`src/rtl/mult_div_pkg.sv`:
```
// rtl/mult_div_pkg.sv - shared types and constants for the MULT/DIV/DIVM sequencer
package mult_div_pkg;

    localparam int DEFAULT_WIDTH = 32;
    localparam int CNT_W         = $clog2(DEFAULT_WIDTH + 1);

    localparam logic [1:0] OP_NONE = 2'b00;
    localparam logic [1:0] OP_MULT = 2'b01;
    localparam logic [1:0] OP_DIV  = 2'b10;
    localparam logic [1:0] OP_DIVM = 2'b11;

    typedef enum logic [2:0] {
        ST_IDLE,
        ST_MULT,
        ST_DIV,
        ST_FIX,
        ST_DONE
    } state_e;

    function automatic int cnt_width(input int w);
        return $clog2(w + 1);
    endfunction

endpackage

```
`src/rtl/mult_div_step.sv`:
```
// rtl/mult_div_step.sv - one combinational iteration: shift-add multiply or restoring divide
module mult_div_step
    import mult_div_pkg::*;
#(
    parameter int WIDTH = DEFAULT_WIDTH
) (
    input  logic             is_div_i,
    input  logic [WIDTH-1:0] hi_i,
    input  logic [WIDTH-1:0] lo_i,
    input  logic [WIDTH-1:0] b_i,
    output logic [WIDTH-1:0] hi_o,
    output logic [WIDTH-1:0] lo_o
);

    logic [WIDTH:0]   sum;
    logic [WIDTH:0]   shifted;
    logic [WIDTH-1:0] diff;
    logic             ge;

    always_comb begin
        sum     = {1'b0, hi_i} + (lo_i[0] ? {1'b0, b_i} : '0);
        shifted = {hi_i, lo_i[WIDTH-1]};
        // Magnitude compare rather than the borrow bit so a zero divisor
        // still yields an all-ones quotient.
        ge      = (shifted >= {1'b0, b_i});
        diff    = shifted[WIDTH-1:0] - b_i;
        hi_o    = sum[WIDTH:1];
        lo_o    = {sum[0], lo_i[WIDTH-1:1]};
        if (is_div_i) begin
            if (ge) begin
                hi_o = diff;
                lo_o = {lo_i[WIDTH-2:0], 1'b1};
            end else begin
                hi_o = shifted[WIDTH-1:0];
                lo_o = {lo_i[WIDTH-2:0], 1'b0};
            end
        end
    end

endmodule

```
`src/rtl/mult_div_ctrl.sv`:
```
// rtl/mult_div_ctrl.sv - MULT/DIV/DIVM sequencer owning HI/LO; DIV_ZERO_TRAP_EN enables the divide-by-zero trap
module mult_div_ctrl
    import mult_div_pkg::*;
#(
    parameter int WIDTH = DEFAULT_WIDTH
) (
    input  logic             clock,
    input  logic             reset,
    input  logic             start_i,
    input  logic [1:0]       op_i,
    input  logic [WIDTH-1:0] a_i,
    input  logic [WIDTH-1:0] b_i,
    output logic             busy_o,
    output logic             done_o,
    output logic             div_zero_o,
    output logic [WIDTH-1:0] hi_o,
    output logic [WIDTH-1:0] lo_o,
    output logic             hi_we_o,
    output logic             lo_we_o
);

    localparam int             CW   = cnt_width(WIDTH);
    localparam logic [CW-1:0]  LAST = CW'(WIDTH - 1);

    state_e           state_q;
    logic [CW-1:0]    cnt_q;
    logic [WIDTH-1:0] b_mag_q;
    logic [WIDTH-1:0] acc_hi_q;
    logic [WIDTH-1:0] acc_lo_q;
    logic             neg_res_q;
    logic             neg_a_q;
    logic             is_div_q;
    logic             busy_q;
    logic             done_q;
    logic             dz_q;
    logic             we_q;
    logic [WIDTH-1:0] hi_q;
    logic [WIDTH-1:0] lo_q;

    logic [WIDTH-1:0]   a_mag_d;
    logic [WIDTH-1:0]   b_mag_d;
    logic               is_div_op;
    logic               accept;
    logic [WIDTH-1:0]   step_hi;
    logic [WIDTH-1:0]   step_lo;
    logic [2*WIDTH-1:0] prod;
    logic [2*WIDTH-1:0] prod_fix_d;
    logic [WIDTH-1:0]   quo_fix_d;
    logic [WIDTH-1:0]   rem_fix_d;

    // -2^(WIDTH-1) negates to itself, which read as unsigned is the right magnitude.
    assign a_mag_d   = a_i[WIDTH-1] ? -a_i : a_i;
    assign b_mag_d   = b_i[WIDTH-1] ? -b_i : b_i;
    assign is_div_op = (op_i == OP_DIV) || (op_i == OP_DIVM);
    // busy_q is still high during the done cycle, which holds off back-to-back starts.
    assign accept    = (state_q == ST_IDLE) && !busy_q && start_i && (op_i != OP_NONE);

    assign prod       = {acc_hi_q, acc_lo_q};
    assign prod_fix_d = neg_res_q ? -prod : prod;
    assign quo_fix_d  = neg_res_q ? -acc_lo_q : acc_lo_q;
    assign rem_fix_d  = neg_a_q ? -acc_hi_q : acc_hi_q;

    mult_div_step #(
        .WIDTH(WIDTH)
    ) u_step (
        .is_div_i (is_div_q),
        .hi_i     (acc_hi_q),
        .lo_i     (acc_lo_q),
        .b_i      (b_mag_q),
        .hi_o     (step_hi),
        .lo_o     (step_lo)
    );

    always_ff @(posedge clock or negedge reset) begin
        if (!reset) begin
            state_q   <= ST_IDLE;
            cnt_q     <= '0;
            b_mag_q   <= '0;
            acc_hi_q  <= '0;
            acc_lo_q  <= '0;
            neg_res_q <= 1'b0;
            neg_a_q   <= 1'b0;
            is_div_q  <= 1'b0;
            busy_q    <= 1'b0;
            done_q    <= 1'b0;
            dz_q      <= 1'b0;
            we_q      <= 1'b0;
            hi_q      <= '0;
            lo_q      <= '0;
        end else begin
            done_q <= 1'b0;
            dz_q   <= 1'b0;
            we_q   <= 1'b0;
            case (state_q)
                ST_IDLE: begin
                    busy_q <= 1'b0;
                    if (accept) begin
                        busy_q    <= 1'b1;
                        cnt_q     <= '0;
                        b_mag_q   <= b_mag_d;
                        acc_hi_q  <= '0;
                        acc_lo_q  <= a_mag_d;
                        neg_res_q <= a_i[WIDTH-1] ^ b_i[WIDTH-1];
                        neg_a_q   <= a_i[WIDTH-1];
                        is_div_q  <= is_div_op;
                        if (is_div_op) begin
`ifdef DIV_ZERO_TRAP_EN
                            if (b_i == '0)
                                state_q <= ST_DONE;
                            else
`endif
                                state_q <= ST_DIV;
                        end else begin
                            state_q <= ST_MULT;
                        end
                    end
                end
                ST_MULT, ST_DIV: begin
                    acc_hi_q <= step_hi;
                    acc_lo_q <= step_lo;
                    cnt_q    <= cnt_q + 1'b1;
                    if (cnt_q == LAST)
                        state_q <= ST_FIX;
                end
                ST_FIX: begin
                    if (is_div_q) begin
                        acc_hi_q <= rem_fix_d;
                        acc_lo_q <= quo_fix_d;
                    end else begin
                        {acc_hi_q, acc_lo_q} <= prod_fix_d;
                    end
                    state_q <= ST_DONE;
                end
                ST_DONE: begin
                    done_q  <= 1'b1;
                    cnt_q   <= '0;
                    state_q <= ST_IDLE;
`ifdef DIV_ZERO_TRAP_EN
                    if (is_div_q && (b_mag_q == '0))
                        dz_q <= 1'b1;
                    else
`endif
                    begin
                        we_q <= 1'b1;
                        hi_q <= acc_hi_q;
                        lo_q <= acc_lo_q;
                    end
                end
                default: state_q <= ST_IDLE;
            endcase
        end
    end

    assign busy_o     = busy_q;
    assign done_o     = done_q;
    assign div_zero_o = dz_q;
    assign hi_o       = hi_q;
    assign lo_o       = lo_q;
    assign hi_we_o    = we_q;
    assign lo_we_o    = we_q;

endmodule

```
`config.mk`:
```
export PLATFORM = sky130hd
export DESIGN_NAME = mult_div_ctrl
export DESIGN_NICKNAME = d
export VERILOG_FILES = /design/src/rtl/mult_div_pkg.sv /design/src/rtl/mult_div_step.sv /design/src/rtl/mult_div_ctrl.sv
export SDC_FILE = /design/constraint.sdc
export NUM_CORES = 1
export LEC_CHECK = 0
export ABC_AREA = 0
export BUFFER_PORTS_ARGS = -buffer_cell sky130_fd_sc_hd__buf_2
export CAP_MARGIN = 20
export CELL_PAD_IN_SITES_DETAIL_PLACEMENT = 0
export CELL_PAD_IN_SITES_GLOBAL_PLACEMENT = 2
export CORE_ASPECT_RATIO = 0.75
export CORE_MARGIN = 5
export CORE_UTILIZATION = 40
export DETAILED_ROUTE_END_ITERATION = 10
export GPL_TIMING_DRIVEN = 0
export PLACE_DENSITY = 0.86
export SLEW_MARGIN = 20
export SYNTH_ARGS = -nofsm -noshare
export SYNTH_HDL_FRONTEND = slang
export SYNTH_SLANG_ARGS = --single-unit
```
`constraint.sdc`:
```
create_clock -name clock -period 10 [get_ports clock]
set_input_delay 2 -clock clock [delete_from_list [all_inputs] [get_ports clock]]
set_output_delay 2 -clock clock [all_outputs]
set_load 0.02 [all_outputs]
```
==> out/results.tsv <==
stage	metric	value	unit
layout	final_common_cell	o21ai_0	
clock_network	root_buffer	clkbuf_16	
setup_path	r2r_cells	13	
synth	synthFlopType	dfrtp_1	
sta	fin_crit_sh	0.5249	
sta	clock_skew	14.08	ps
setup_path	worstSetupPathType	reg2reg	
setup_path	r2r_slack	4750	ps
setup_path	path_common_cell	clkbuf_1	
layout	drive_above_1_share	0.1442	
synth	avgSynthCellArea	8.313	µm²
clock_network	postCtsSetupBuffers	0	
sta	period_minus_slack	5249	ps
setup_path	required	10300	ps
sta	worstMarginPinSlew	1180	ps
die	initial_core_util	0.4041	
layout	diodes	0	
routing	routedWlPerCell	22.84	µm
setup_path	timing.rr.start	acc_hi_q[20]	
die	io-pin-count	138	
synth	netlist_instances	1683	
layout	final_nets	1980	
layout	stdcell_count	2309	
power_and_ir_drop	powerDensity	394.8	nW/µm²
clock_network	cts_tree	yes	
die	num_rows	59	
setup_path	max_stage_delay	840	ps
placement	dpl_worst_slack	4972	ps
global_route	grt_max_degree	89	
sta	grt_setup_unrepaired	no	
die	die_x	226.0	µm
setup_path	start_kind	flop	
run	drv_cap	0	
synth	yosysUniqueCellTypes	73	
worst_hold_path	hold_depth	2	
layout	fillers	3499	
global_route	grt_pass1_wl	79.97	mm
layout	multi_input_area	9040	µm²
setup_path	crit_path_end_kind	flop	
global_route	antenna_found_initial	0	
setup_path	critPathMaxFanout	10	
sta	hold_slack	483.9	ps
global_route	use_met1	0.4172	
layout	mostFrequentLayoutCells	189 x o21ai_0, 174 x dfrtp_1, 149 x nor2_1, 143 x nand2_1, 135 x buf_2	
global_route	grt_use_total	0.2677	
setup_path	arrival	5550	ps
clock_network	postCtsHoldBufs	0	
power_and_ir_drop	vdd_drop_max	0.0001670	V
sta	relSlewSlack	0.2025	
global_route	grtUsageMet2	0.3614	
routing	drc	0	
routing	drt_wl_total	52.74	mm
setup_path	r2r_end	acc_hi_q[18]	
outcome	status	finished, final reports clean	
routing	drt_iter0_drc	1508	
layout	regArea	4354	µm²
routing	viasPerCell	6.095	
routing	vias	14073	
clock_network	htree_levels	4	
placement	dp_hpwl	41.37	mm
global_route	met3_usage	0.07654	
die	core	34620	µm²
global_route	grt-busiest-layer	met1	
synth	synth-seq-cells	174	
synth	syn_nets	1823	
worst_hold_path	holdCritPathClass	reg2reg	
die	die_height	172.0	µm
synth	ys_seq_area_frac	0.3112	
power_and_ir_drop	p_leak	6.905	nW
clock_network	worstSkewPairLatency	460	ps
setup_path	slowest_stage	a31oi_1	
placement	place_congestion	0.9269	
placement	numPortBuffers	136	
clock_network	clk_pin_slew	70	ps
global_route	grt_pass1_vias	13194	
global_route	grt_overflow	0	
synth	netlist_area	13990	µm²
synth	yosysWarnings	0	
setup_path	crit_chain	ha_1 > clkbuf_1 > nand3_1 > nor3_1 > a311oi_1 > o21ai_0 > a311o_1 > a31oi_1 > clkbuf_1 > clkbuf_1 > nor2_1 > a21oi_1 > o21ai_0	
sta	hold_viol	0	
synth	synth_edf_count	0	
clock_network	clock_path_buffers	2	
sta	fmax	190.5	MHz
routing	ant_nets	0	
sta	worst_slack	4751	ps
clock_network	numCtsBuffers	17	
worst_hold_path	hold_end	b_mag_q[27]	
synth	async_flop_share	1.000	
clock_network	cts.sinks	174	
clock_network	cts-resized-gates	0	
worst_hold_path	min_from	b_mag_q[27]	
placement	dp_cells	2278	
routing	first_pass_iters	6	
sta	drv_slew	0	
sta	finalSetupTns	0	ps
die	dieArea	38860	µm²
layout	final_core_util	0.4582	
layout	area_growth	13.40	%
sta	finalSetupViolations	0	
-- layer usage --
| layer | part of all wire | wire length, µm |
|---|---|---|
| met1 | 0.50 | 26220 |
| met2 | 0.39 | 20470 |
| met3 | 0.097 | 5126 |
| met4 | 0.018 | 926 |
| met5 | 0 | 0 |
-- critical path, delay by kind of cell, from the launching register on --
kind	cells	cell delay, ps
and+or+nand+nor	3	660
buffers and inverters	3	1540
adders and majority gates	1	310
AOI/OAI and AO/OA	6	1960
DFF	1	600
-- final cells by class --
class,instances,area share
buffer,104,0.02579
clock buffer,17,0.02681
clock inverter,14,0.009069
inverter,52,0.01230
multi-input combinational,1353,0.5698
sequential,174,0.2744
tap,457,0.03604
timing repair buffer,138,0.04574
-- sequential cells by signal (all words and copies together), names as in the netlist --
name,count
acc_lo_q,32
hi_we_o,1
acc_hi_q,32
busy_o,1
state_q,3
hi_o,32
neg_res_q,1
neg_a_q,1
is_div_q,1
b_mag_q,32
lo_o,32
cnt_q,6
-- worst max path at each step --
stage | endpoint | depth (start not counted) | startpoint
finish | acc_hi_q[18] | 13 | acc_hi_q[20]
global route | acc_hi_q[13] | 13 | acc_hi_q[21]
CTS | acc_hi_q[3] | 13 | acc_hi_q[21]
detailed placement | acc_hi_q[3] | 13 | acc_hi_q[21]
global placement | acc_lo_q[25] | 1 | reset
floorplan | b_mag_q[29] | 8 | b_i[16]
-- cells in the mapped netlist, types with 4 or more instances --
cell type | n | share of area
or3_1 | 32 | 0.014
nand3b_1 | 4 | 0.0021
nand3_1 | 27 | 0.0097
nand4_1 | 21 | 0.0094
a221oi_1 | 12 | 0.0075
o21a_1 | 9 | 0.0048
mux2_2 | 73 | 0.059
nor3b_1 | 7 | 0.0038
a22o_1 | 7 | 0.0044
a22oi_1 | 8 | 0.0043
xnor2_1 | 62 | 0.039
a221o_1 | 8 | 0.0057
clkbuf_1 | 91 | 0.024
o31a_1 | 7 | 0.0044
nor4_1 | 15 | 0.0067
nor2b_1 | 11 | 0.0049
nor3_1 | 61 | 0.022
nor2_1 | 150 | 0.040
o21ai_0 | 189 | 0.068
dfrtp_1 | 174 | 0.31
buf_1 | 9 | 0.0024
inv_1 | 51 | 0.014
xor2_1 | 52 | 0.033
o221ai_1 | 8 | 0.0050
a21oi_1 | 94 | 0.034
o211ai_1 | 12 | 0.0064
ha_1 | 69 | 0.062
o41ai_1 | 10 | 0.0063
and3_1 | 9 | 0.0040
nand2_1 | 143 | 0.038
mux2i_1 | 36 | 0.026
o32ai_1 | 11 | 0.0069
o21bai_1 | 8 | 0.0043
a21o_1 | 34 | 0.018
a211oi_1 | 18 | 0.0097
o22ai_1 | 4 | 0.0018
o31ai_1 | 26 | 0.014
or4_1 | 12 | 0.0064
nand2b_1 | 19 | 0.0085
or2_2 | 9 | 0.0040
a222oi_1 | 8 | 0.0057
a31oi_1 | 10 | 0.0045
and2_1 | 5 | 0.0022
o211a_1 | 4 | 0.0029
-- report_power, final --
part / switching, mW / internal [mW]
Sequential: 0.353 / 1.03
Clock: 0.343 / 0.332
Combinational: 2.72 / 1.48
Total: 3.42 / 2.85
-- metrics by stage --
step                instance area (µm²)  total power [mW]
floorplan                         13990             4.094
global placement                  15240             5.473
detailed placement                15290             5.496
CTS                               15860             6.188
global route                      15870             6.712
finish                            15870             6.264
-- kinds of logic after synthesis --
family	after synthesis	synth area share
DFF	174	0.3112
and+or+nand+nor	539	0.1867
AOI/OAI and AO/OA	519	0.2382
buffers and inverters	156	0.04319
other	1	0.0002680
xor gates and xnor gates	114	0.07136
adders and majority gates	71	0.06457
muxes	109	0.08451
(Power assumes the default switching activity.)
